`config.mk`:
```
export PLATFORM = sky130hd
export DESIGN_NAME = deca_scan_ctrl
export DESIGN_NICKNAME = d
export VERILOG_FILES = /design/src/rtl/deca_scan_ctrl.sv
export SDC_FILE = /design/constraint.sdc
export NUM_CORES = 1
export LEC_CHECK = 0
export ABC_AREA = 1
export ABC_CLOCK_PERIOD_IN_PS = 2410
export CORE_ASPECT_RATIO = 0.9
export CORE_UTILIZATION = 50
export CTS_CLUSTER_DIAMETER = 150
export DETAILED_ROUTE_END_ITERATION = 7
export PLACE_DENSITY = 0.75
export SYNTH_ARGS = -nofsm -noshare
export SYNTH_HDL_FRONTEND = slang
export SYNTH_SLANG_ARGS = --single-unit
```
`constraint.sdc`:
```
create_clock -name clk -period 2.41 [get_ports clk]
set_clock_uncertainty 0.1 [all_clocks]
set_input_delay 0.3615 -clock clk [delete_from_list [all_inputs] [get_ports clk]]
set_output_delay 0.3615 -clock clk [all_outputs]
set_load 0.01 [all_outputs]
```
`src/rtl/deca_scan_ctrl.sv`:
```
// deca_scan_ctrl
//   Scheduler for a bank of DIGITS decade 7-segment cells. It makes the bank
//   behave as one multi-digit BCD up/down counter. It also loads digits
//   serially, LSD first, and drives the one-hot display scan strobe. A mirror
//   of every digit value is kept locally, so carry and borrow decisions never
//   need feedback from the cells.
//
// Ports
//   clk        system clock, rising edge
//   clr        synchronous active-high reset
//   cmd        00 stop, 01 run up, 10 run down, 11 load (qualified by cmd_valid)
//   cmd_valid  command strobe
//   ld_data    BCD digit to load, LSD first
//   ld_valid   ld_data valid
//   ld_ready   controller accepts ld_data this cycle (high throughout LOAD)
//   ctl_o      per-digit cell command, digit k at [2k+1:2k]:
//              00 down, 01 up, 10 hold, 11 load
//   e_o        shared load bus to the cells
//   an_o       one-hot scan strobe
//   bcd_o      mirror of the digit values, digit k at [4k+3:4k]
//   tc         one-cycle pulse on terminal count
//   busy       high in any state except IDLE
//   err        sticky flag: a load digit greater than 9 was received
module deca_scan_ctrl #(
  parameter int DIGITS   = 4,
  parameter int PRESCALE = 50000,
  parameter int SCAN_DIV = 1000,
  parameter int WRAP     = 1
) (
  input  logic                  clk,
  input  logic                  clr,
  input  logic [1:0]            cmd,
  input  logic                  cmd_valid,
  input  logic [3:0]            ld_data,
  input  logic                  ld_valid,
  output logic                  ld_ready,
  output logic [2*DIGITS-1:0]   ctl_o,
  output logic [3:0]            e_o,
  output logic [DIGITS-1:0]     an_o,
  output logic [4*DIGITS-1:0]   bcd_o,
  output logic                  tc,
  output logic                  busy,
  output logic                  err
);

  localparam int PW = $clog2(PRESCALE);
  localparam int SW = $clog2(SCAN_DIV);
  localparam int IW = $clog2(DIGITS);

  localparam logic [PW-1:0] PRESC_LAST = PW'(PRESCALE - 1);
  localparam logic [SW-1:0] SCAN_LAST  = SW'(SCAN_DIV - 1);
  localparam logic [IW-1:0] IDX_LAST   = IW'(DIGITS - 1);
  localparam logic [2*DIGITS-1:0] HOLD_ALL = {DIGITS{2'b10}};

  typedef enum logic [1:0] {IDLE, UP, DOWN, LOAD} state_t;

  state_t                state_reg;
  logic [PW-1:0]         presc_reg;
  logic [SW-1:0]         scan_reg;
  logic [IW-1:0]         idx_reg;
  logic [2*DIGITS-1:0]   ctl_reg;
  logic [3:0]            e_reg;
  logic [DIGITS-1:0]     an_reg;
  logic [4*DIGITS-1:0]   bcd_reg;
  logic                  tc_reg;
  logic                  ld_ready_reg;
  logic                  err_reg;

  // Candidate next commands and mirror values for each kind of event.
  logic [DIGITS-1:0]     is9, is0, up_en, dn_en;
  logic [2*DIGITS-1:0]   up_ctl, dn_ctl, ld_ctl;
  logic [4*DIGITS-1:0]   up_bcd, dn_bcd, ld_bcd;
  logic [3:0]            ld_val;
  logic                  tick, all9, all0, run_up, run_cmd, term;

  assign ld_val  = (ld_data > 4'd9) ? 4'd0 : ld_data;
  assign tick    = (presc_reg == PRESC_LAST);
  assign all9    = &is9;
  assign all0    = &is0;
  // A run command coinciding with a tick picks the direction of that tick.
  assign run_cmd = cmd_valid && ((cmd == 2'b01) || (cmd == 2'b10));
  assign run_up  = run_cmd ? (cmd == 2'b01) : (state_reg == UP);
  assign term    = run_up ? all9 : all0;

  generate
    for (genvar gi = 0; gi < DIGITS; gi++) begin : g_digit
      logic [3:0] d;
      logic       sel;
      assign d       = bcd_reg[4*gi +: 4];
      assign sel     = (idx_reg == IW'(gi));
      assign is9[gi] = (d == 4'd9);
      assign is0[gi] = (d == 4'd0);
      // Digit k moves only when every lower digit is at its rollover value.
      if (gi == 0) begin : g_lsd
        assign up_en[gi] = 1'b1;
        assign dn_en[gi] = 1'b1;
      end else begin : g_upper
        assign up_en[gi] = &is9[gi-1:0];
        assign dn_en[gi] = &is0[gi-1:0];
      end
      assign up_ctl[2*gi +: 2] = up_en[gi] ? 2'b01 : 2'b10;
      assign dn_ctl[2*gi +: 2] = dn_en[gi] ? 2'b00 : 2'b10;
      assign ld_ctl[2*gi +: 2] = sel ? 2'b11 : 2'b10;
      assign up_bcd[4*gi +: 4] = up_en[gi] ? (is9[gi] ? 4'd0 : d + 4'd1) : d;
      assign dn_bcd[4*gi +: 4] = dn_en[gi] ? (is0[gi] ? 4'd9 : d - 4'd1) : d;
      assign ld_bcd[4*gi +: 4] = sel ? ld_val : d;
    end
  endgenerate

  always_ff @(posedge clk) begin
    if (clr) begin
      state_reg    <= IDLE;
      presc_reg    <= '0;
      scan_reg     <= '0;
      idx_reg      <= '0;
      ctl_reg      <= HOLD_ALL;
      e_reg        <= 4'd0;
      an_reg       <= DIGITS'(1);
      bcd_reg      <= '0;
      tc_reg       <= 1'b0;
      ld_ready_reg <= 1'b0;
      err_reg      <= 1'b0;
    end else begin
      // Cell commands and tc are single-cycle; hold is the resting command.
      ctl_reg <= HOLD_ALL;
      tc_reg  <= 1'b0;

      if (scan_reg == SCAN_LAST) begin
        scan_reg <= '0;
        an_reg   <= {an_reg[DIGITS-2:0], an_reg[DIGITS-1]};
      end else begin
        scan_reg <= scan_reg + 1'b1;
      end

      case (state_reg)
        IDLE: begin
          presc_reg <= '0;
          if (cmd_valid) begin
            case (cmd)
              2'b01:   state_reg <= UP;
              2'b10:   state_reg <= DOWN;
              2'b11: begin
                state_reg    <= LOAD;
                ld_ready_reg <= 1'b1;
                idx_reg      <= '0;
              end
              default: state_reg <= IDLE;
            endcase
          end
        end

        UP, DOWN: begin
          if (cmd_valid && (cmd == 2'b00)) begin
            state_reg <= IDLE;
            presc_reg <= '0;
          end else if (cmd_valid && (cmd == 2'b11)) begin
            state_reg    <= LOAD;
            presc_reg    <= '0;
            ld_ready_reg <= 1'b1;
            idx_reg      <= '0;
          end else begin
            state_reg <= run_up ? UP : DOWN;
            presc_reg <= tick ? '0 : presc_reg + 1'b1;
            if (tick) begin
              tc_reg <= term;
              if (term && (WRAP == 0)) begin
                state_reg <= IDLE;
              end else begin
                ctl_reg <= run_up ? up_ctl : dn_ctl;
                bcd_reg <= run_up ? up_bcd : dn_bcd;
              end
            end
          end
        end

        LOAD: begin
          if (ld_valid && ld_ready_reg) begin
            e_reg   <= ld_val;
            ctl_reg <= ld_ctl;
            bcd_reg <= ld_bcd;
            if (ld_data > 4'd9) begin
              err_reg <= 1'b1;
            end
            if (idx_reg == IDX_LAST) begin
              state_reg    <= IDLE;
              ld_ready_reg <= 1'b0;
              idx_reg      <= '0;
            end else begin
              idx_reg <= idx_reg + 1'b1;
            end
          end
        end

        default: state_reg <= IDLE;
      endcase
    end
  end

  assign ld_ready = ld_ready_reg;
  assign ctl_o    = ctl_reg;
  assign e_o      = e_reg;
  assign an_o     = an_reg;
  assign bcd_o    = bcd_reg;
  assign tc       = tc_reg;
  assign busy     = (state_reg != IDLE);
  assign err      = err_reg;

endmodule
```
After elaboration in Yosys (flattened, before gate mapping) --
Index checks and enable logic that the tools add are counted. W data, S select, Z words.
Cells by class: add/sub/neg operators 11, multiply operators 0, div/mod/pow operators 0, magnitude comparators 1, equality and inequality tests 32, shift-type cells 0, mux-type cells 69, bitwise gates (word level) 2, reductions and logical operators 33
Operators by type and width (number):
- $mux W16 | 8
- $mux W4 | 19
- $pmux W16 S2 | 2
- $mux W2 | 18
- $mux W8 | 4
- $reduce_and A8 Y1 | 3
- $ne A2 B2 Y1 const B | 11
- $ne A3 B3 Y1 const B | 6
- $pmux W2 S3 | 3
- $add A16 B1 Y16 const B | 1
- $add A4 B1 Y4 const B | 4
- $eq A16 B16 Y1 const B | 1
- $eq A4 B4 Y1 const B | 4
- $logic_not A4 Y1 | 4
- $pmux W8 S2 | 1
- $sub A4 B1 Y4 const B | 4
- $eq A2 B2 Y1 const B | 6
- $mux W1 | 12
- $reduce_and A3 Y1 | 4
- $reduce_and A6 Y1 | 2
- $add A10 B1 Y10 const B | 1
- $eq A10 B10 Y1 const B | 1
- $reduce_and A4 Y1 | 2
- $mux W7 | 1
- other kinds (13) | 26
Storage, ports and cells: flip-flop bits (word level) 65, latch bits 0, memory bits (writable) 0, memory bits (read-only) 0, input bits 10, output and inout bits 36, logic and storage cells 162, memories 0

Depth between registers and ports, before layout --
Gate-level depths: netlist of the first run.
word-level depth 9, mapped depth 14, depth with buffers taken out 14

Worst setup path before layout of the first run --
No wires, ideal clock.
kind reg-to-reg, start point register state_reg[0], end point register bcd_reg[11] (netlist: bcd_o[11]), library setup time 113 ps, arrival time 1573 ps, data required time 2197 ps, path slack 624 ps, stages on the path, launching flop included 12, cells stage by stage dfxtp_1 inv_1 ha_1 buf_2 nand2_2 nand2_2 inv_2 nand2_1 a21oi_2 nand2_4 nor2_1 nor2_1
Between the ends: longest elaborated chain between the ends 7
RTL lines:
- start, declared | line 57 | state_t state_reg;
- start signal, assigned | line 162 | state_reg <= run_up ? UP : DOWN;
- $eq A2 B1 Y1 | line 82, 135
- $mux W1 | line 82 | assign run_up = run_cmd ? (cmd == 2'b01) : (state_reg == UP);
- $mux W16 | line 170 | bcd_reg <= run_up ? up_bcd : dn_bcd;
- $mux W16 | line 164 | if (tick) begin
- $mux W16 | line 156 | end else if (cmd_valid && (cmd == 2'b11)) begin
- $mux W16 | line 153 | if (cmd_valid && (cmd == 2'b00)) begin
- $pmux W16 S2 | line 135 | case (state_reg)
- end signal, assigned | line 170
- end signal, assigned | line 180 | bcd_reg <= ld_bcd;
- end, declared | line 64 | logic [4*DIGITS-1:0] bcd_reg;
Parallel ways exist; a longest one is shown, timed or not. The select of a mux whose other input is x is not followed. A chain may end at the register's enable or synchronous reset.

Final worst setup path of the first run --
start point register state_reg[0], end point output busy
Between the ends: longest elaborated chain between the ends 1
RTL lines:
- $reduce_bool A2 Y1 | line 205 | assign busy = (state_reg != IDLE);
- end, declared | line 42 | output logic busy,
Every way passes these cells.

==> key figures, run 1 <==
Outcome
  – Status: complete, no violations

Floorplan
  – Die W: 97.3 um
  – IO Pins: 46
  – Num rows: 30
  – Area of the core: approximately 7700 um2
  – Initial Util: 52.8%
  – Die Span Y: a little under 90 um
  – Die footprint: approximately 8500 um2

Timing
  – Worst hold slack: 369 ps
  – Setup_tns: 0 ps
  – Final Hold Fails: 0
  – Slew margin rel.: 71.4%
  – RSZ-0062 raised after global routing: false
  – Final worst setup slack: 111 ps
  – Final setup vio count: 0
  – Worst Tran Pin Value: around 430 ps
  – Fin crit period: 2300 ps
  – Fin. max-slew vios: 0
  – Achievable frequency: between 400 and 500 MHz
  – Final Cycle Share: ~95%

Synth
  – Ys flop type: dfxtp_1
  – Fraction of the yosys area taken by sequential cells: 31.8%
  – Synth top area cells: dfxtp_1 (32%), nand2_1 (15%), nor2_1 (8.3%), nand3_1 (6.2%), inv_1 (5.9%)
  – Synthesized instance count: between 600 and 700
  – EDFF count, synth: 0
  – Yosys reg bits: 65
  – Cell taking the most area after synthesis: dfxtp_1
  – Synth warn: 0
  – Async SR Flop Fraction: 0%
  – Post-Syn Area: approximately 4100 um2
  – Yosys top cell area share: a little under a third
  – Syn nets: about 660
  – Count of different cell masters after synthesis: 38
  – Avg Synthesized Cell Area: 6.43 um2

Critical path
  – Most frequent CP cell: inv_1
  – CP arrival: approximately 1800 ps
  – Cell family with most CP delay: buffers and inverters
  – Buf/Inv on CP: 3
  – Kind of critical path: flip-flop to output pin
  – CP Max Fanout: 5
  – Startpoint Class: flip-flop
  – Critical path capture point type: output pin
  – CP peak stage delay: 570 ps
  – Slowest CP cell: clkdlybuf4s50_1
  – Critical-path cell list: inv_1 > ha_1 > inv_1 > clkdlybuf4s50_1
  – Worst EP required: approximately 2000 ps

Placed design
  – Gp weighted congestion: a little under 0.9
  – Placement Setup Slack: -1.98 ps
  – Placed cells: around 770
  – I/O Buffers: 45
  – DP HPWL: a little under 8000 um

Drt
  – DRT iter0 DRCs: 266
  – Drt total wl: around 10,000 um
  – Post-route ant nets: 0
  – Vias per cell: ~5.4
  – Post-DR wirelength/cell: roughly 13 um
  – DRT Pass-1 Iters: 5
  – # DRC: 0
  – Vias: around 4.2k

Cells and area
  – FILL cells: 714
  – Antenna Cells: 0
  – Layout cell share with drive strength beyond 1: approximately 11%
  – Commonest non-fill, non-tap cell in the layout: nand2_1
  – Most frequent cells in the layout: nand2_1 (168), nor2_1 (90), dfxtp_1 (65)
  – Final Non-Filler Cells: ~800
  – Area grow syn2layout: 19.0%
  – Fin nets: slightly above 700

CTS
  – TritonCTS clock tree: done
  – CTS-repair resized insts: 0
  – CTS Root Cell: clkbuf_8
  – CTS sink cnt: 65
  – Post-CTS setup buffer count: 0
  – CTS clk-pin slew, worst paths: about 80 ps
  – Total CTS buffers: 9
  – Worst skew pair latency: approximately 360 ps
  – CTS hold repair buffers: 0
  – H-tree levels: 3
  – Bufs on Longest Clock Path: 2

Global route
  – Total gr overflow: 0
  – Largest net degree at the start of global routing: 20
  – Antenna violations before repair: 0
  – Vias in the first global route: approximately 3.8k
  – First-pass GRT wire length: approximately 17,000 um
  – Overall routing resource usage: 25.1%

Pwr
  – Switch Pwr: 0.00228 W
  – Max VDD drop: around 0.44 mV
  – Sw frac: 45.7%
  – Gate power share: 52.3%
  – Leakage: approximately 2.1 nW
  – Sequential cell fraction of total power: between 20% and 30%
  – P per Cell Area: between 1000 and 1500 nW/um2
  – Clock power share: between 10% and 20%
  – Int Pwr: between 0.002 and 0.003 W
  – Power, Total: roughly 0.005 W

Flow run
  – Max Cap Viol: 0

Min path
  – Worst hold-check path type: flip-flop to flip-flop
-- stage by stage --
step                area, um2  util, %
floorplan                4090        -
global placement         4660     60.3
detailed placement       4660     60.3
CTS                      4860     62.9
global route             4860     62.9
finish                   4860     62.9
-- power groups by stage --
stage               Clock (W)  Combinational (W)  Sequential (W)
floorplan                   0            0.00189         0.00141
global placement            0            0.00252         0.00142
detailed placement          0            0.00257         0.00143
CTS                  0.000983            0.00259         0.00141
global route          0.00102            0.00294         0.00144
finish               0.000967            0.00261         0.00141
-- final timing paths --
| kind | cells after the start | endpoint | from | slack [ps] |
|---|---|---|---|---|
| max | 4 | busy | state_reg[0] | 110 |
| min | 2 | scan_reg[9] | scan_reg[9] | 370 |
| max reg2reg | 11 | bcd_o[4] | state_reg[0] | 280 |
| min reg2reg | 2 | scan_reg[9] | scan_reg[9] | 370 |
-- worst reg2reg max path: stages (launching register included) --
cell and delay [ps]:
dfxtp_1 440, inv_1 70, ha_1 370, buf_4 200, nand2_2 70, nand2_2 50, nor3_1 290, nand2_1 120
nor2_1 160, nand2_1 70, nand2_1 60, nor2_1 40
-- synthesized netlist by cell type, types with 2 or more instances --
master,count
a211oi_1,2
a21oi_1,37
buf_2,6
buf_4,2
buf_6,2
clkbuf_1,2
clkinv_1,3
dfxtp_1,65
ha_1,15
inv_1,64
inv_2,11
nand2_1,168
nand2_2,16
nand2_4,3
nand3_1,51
nand3_2,2
nand4_1,13
nor2_1,90
nor2_2,7
nor2_4,5
nor3_1,13
nor3b_1,5
nor4_1,3
o211ai_1,5
o21ai_0,24
o21bai_1,2
or2_2,2
xor2_1,8
-- metal layers --
layer | GRT usage [%] | wire (um) | vias up
met1 | 31.3 | 4690 | 1914
met4 | 9.09 | 201 | 0
met2 | 42.6 | 4720 | 157
li1 | - | - | 2133
met3 | 6.30 | 670 | 24
met5 | 0 | 0 | -
-- cell families (layout without fill, tap and decap cells) --
kind of cell    after synthesis  after routing  share of synthesized area, %
simple gates                382            382                          42.8
buf+inv                      92            149                          9.22
xor+xnor                      8              8                          1.71
fa+ha+maj                    15             15                          4.59
compound gates               74             74                          9.83
flops                        65             65                          31.8
-- final cells by class --
class	instances	area, um2	share of cell area (%)
Timing Repair Buffer	55	538	11.1
Clock inverter	7	76.3	1.57
Inverter	78	293	6.02
Sequential cell	65	1300	26.8
Multi-Input combinational cell	479	2410	49.5
Clock buffer	9	124	2.55
Tap cell	96	120	2.47
Power figures use the tool's default switching activity.
==> run 2: changes to the inputs <==
Settings changed: CELL_PAD_IN_SITES_DETAIL_PLACEMENT from default to 1, CELL_PAD_IN_SITES_GLOBAL_PLACEMENT from default to 2, CORE_UTILIZATION 50 to 31, HOLD_SLACK_MARGIN from default to 0.08, PLACE_DENSITY 0.75 to 0.84.
==> run 2 against run 1 <==
  * First-iteration DRC count down 45%
  * Flip-flop and latch count unchanged
  * Wire length up 19%
  * Critical endpoint unchanged
  * Sequential share of layout area down 1.3 points
  * Global-route usage down 5.4 points
  * Power up 14%
  * Design area up 5.1%
==> key figures, run 2 (synthesis results as in run 1) <==
CTS
  – Total CTS buffers: 9
  – Bufs on Longest Clock Path: 2
  – CTS clk-pin slew, worst paths: roughly 60 ps
  – Post-CTS setup buffer count: 0
  – TritonCTS clock tree: done
  – Worst skew pair latency: between 300 and 400 ps
  – CTS-repair resized insts: 0
  – H-tree levels: 3
  – CTS Root Cell: clkbuf_16
  – CTS sink cnt: 65
  – CTS hold repair buffers: 0

Critical path
  – CP arrival: around 1800 ps
  – Critical path capture point type: output pin
  – Worst r2r dst: bcd_o[10]
  – Worst r2r src: state_reg[0]
  – Startpoint Class: flip-flop
  – CP Max Fanout: 5
  – Worst EP required: 1950 ps
  – R2R setup slack: 280 ps
  – FF-to-FF path depth: 12
  – Kind of critical path: flip-flop to output pin

Floorplan
  – IO Pins: 46
  – Num rows: 39
  – Die Span Y: about 110 um
  – Initial Util: 32.0%
  – Area of the core: roughly 13,000 um2
  – Die footprint: roughly 14,000 um2
  – Die W: roughly 120 um

Cells and area
  – Fin nets: between 700 and 800
  – Commonest non-fill, non-tap cell in the layout: nand2_1
  – Antenna Cells: 0
  – Area grow syn2layout: 25.0%
  – Layout cell share with drive strength beyond 1: roughly 11%
  – Most frequent cells in the layout: nand2_1 (168), nor2_1 (90), dfxtp_1 (65)

Global route
  – Vias in the first global route: 4,370
  – Total gr overflow: 0
  – Largest net degree at the start of global routing: 26
  – Antenna violations before repair: 0
  – First-pass GRT wire length: around 21,000 um
  – Overall routing resource usage: 19.7%

Drt
  – Post-DR wirelength/cell: 14.3 um
  – Post-route ant nets: 0
  – Vias per cell: 4.91
  – DRT Pass-1 Iters: 5
  – DRT iter0 DRCs: between 100 and 150
  – Drt total wl: approximately 12,000 um
  – Vias: 4,226
  – # DRC: 0

Timing
  – Final worst setup slack: ~160 ps
  – RSZ-0062 raised after global routing: false
  – Worst hold slack: about 370 ps
  – Final setup vio count: 0
  – Final Hold Fails: 0
  – Final Cycle Share: ~94%
  – Fin crit period: 2250 ps
  – Fin. max-slew vios: 0
  – Achievable frequency: about 440 MHz
  – Slew margin rel.: around two thirds
  – Worst Tran Pin Value: 475 ps

Min path
  – Hold-critical path depth: 2
  – Worst hold-check path type: flip-flop to flip-flop
  – WHS Endpoint: scan_reg[9]
  – Critical hold path startpoint: scan_reg[9]

Placed design
  – Gp weighted congestion: around 0.83
  – I/O Buffers: 45
  – DP HPWL: approximately 9500 um
  – Placement Setup Slack: -52.7 ps

Pwr
  – P per Cell Area: roughly 1100 nW/um2
  – Max VDD drop: between 0.4 and 0.5 mV
  – Power, Total: roughly 0.0057 W
  – Leakage: between 2 and 2.5 nW

Flow run
  – Max Cap Viol: 0

Outcome
  – Status: complete, no violations
## run 2: cell type report
cell class	count	area, um2
inverters	78	293
fillers	1654	7680
multi-input cells	479	2410
repair buffers	58	548
well taps	164	205
clock buffers	9	225
clock inverters	7	126
flip-flops and latches	65	1300
## run 2: how the worst max path moves through the flow
stage / startpoint / to / depth (start not counted)
2_1_floorplan: state_reg[0] / bcd_o[11] / 11
3_3_place_gp: cmd[1] / bcd_o[7] / 14
3_5_place_dp: cmd[1] / bcd_o[6] / 14
4_1_cts: state_reg[0] / busy / 4
5_1_grt: state_reg[0] / busy / 4
6_report: state_reg[0] / busy / 4
## run 2: metal layers
metal	share of wire [%]	routed length, um	global-route usage [%]
met3	3.5	434	5.14
met4	1.9	239	6.59
met1	45	5530	23.4
met2	49	6070	33.9
met5	0	0	0
## run 2: metrics by stage
step           TNS [ps]  util (%)  std cells  instance area, um2
6_report              0      39.9        860                5110
5_1_grt               0      39.9        860                5110
4_1_cts               0      39.9        860                5110
3_5_place_dp       -306      37.2        844                4760
3_3_place_gp          0      37.2        844                4760
2_1_floorplan         0         -        636                4090
## run 2: worst max-delay path, stage by stage (launching register included)
cell and delay, ps:
dfxtp_1 390, inv_1 70, ha_1 260, inv_1 160, clkdlybuf4s50_1 560
## run 2: power by group
group          switching, W  internal [W]
Clock              0.000546       0.00102
Sequential         0.000189       0.00123
Combinational       0.00167       0.00101
Total               0.00240       0.00327
==> run 3: changes to the inputs <==
Settings changed: GPL_ROUTABILITY_DRIVEN from default to 1.
==> results of run 3 <==
Same layout as run 2: the final DEF is identical, and so are final timing and power.
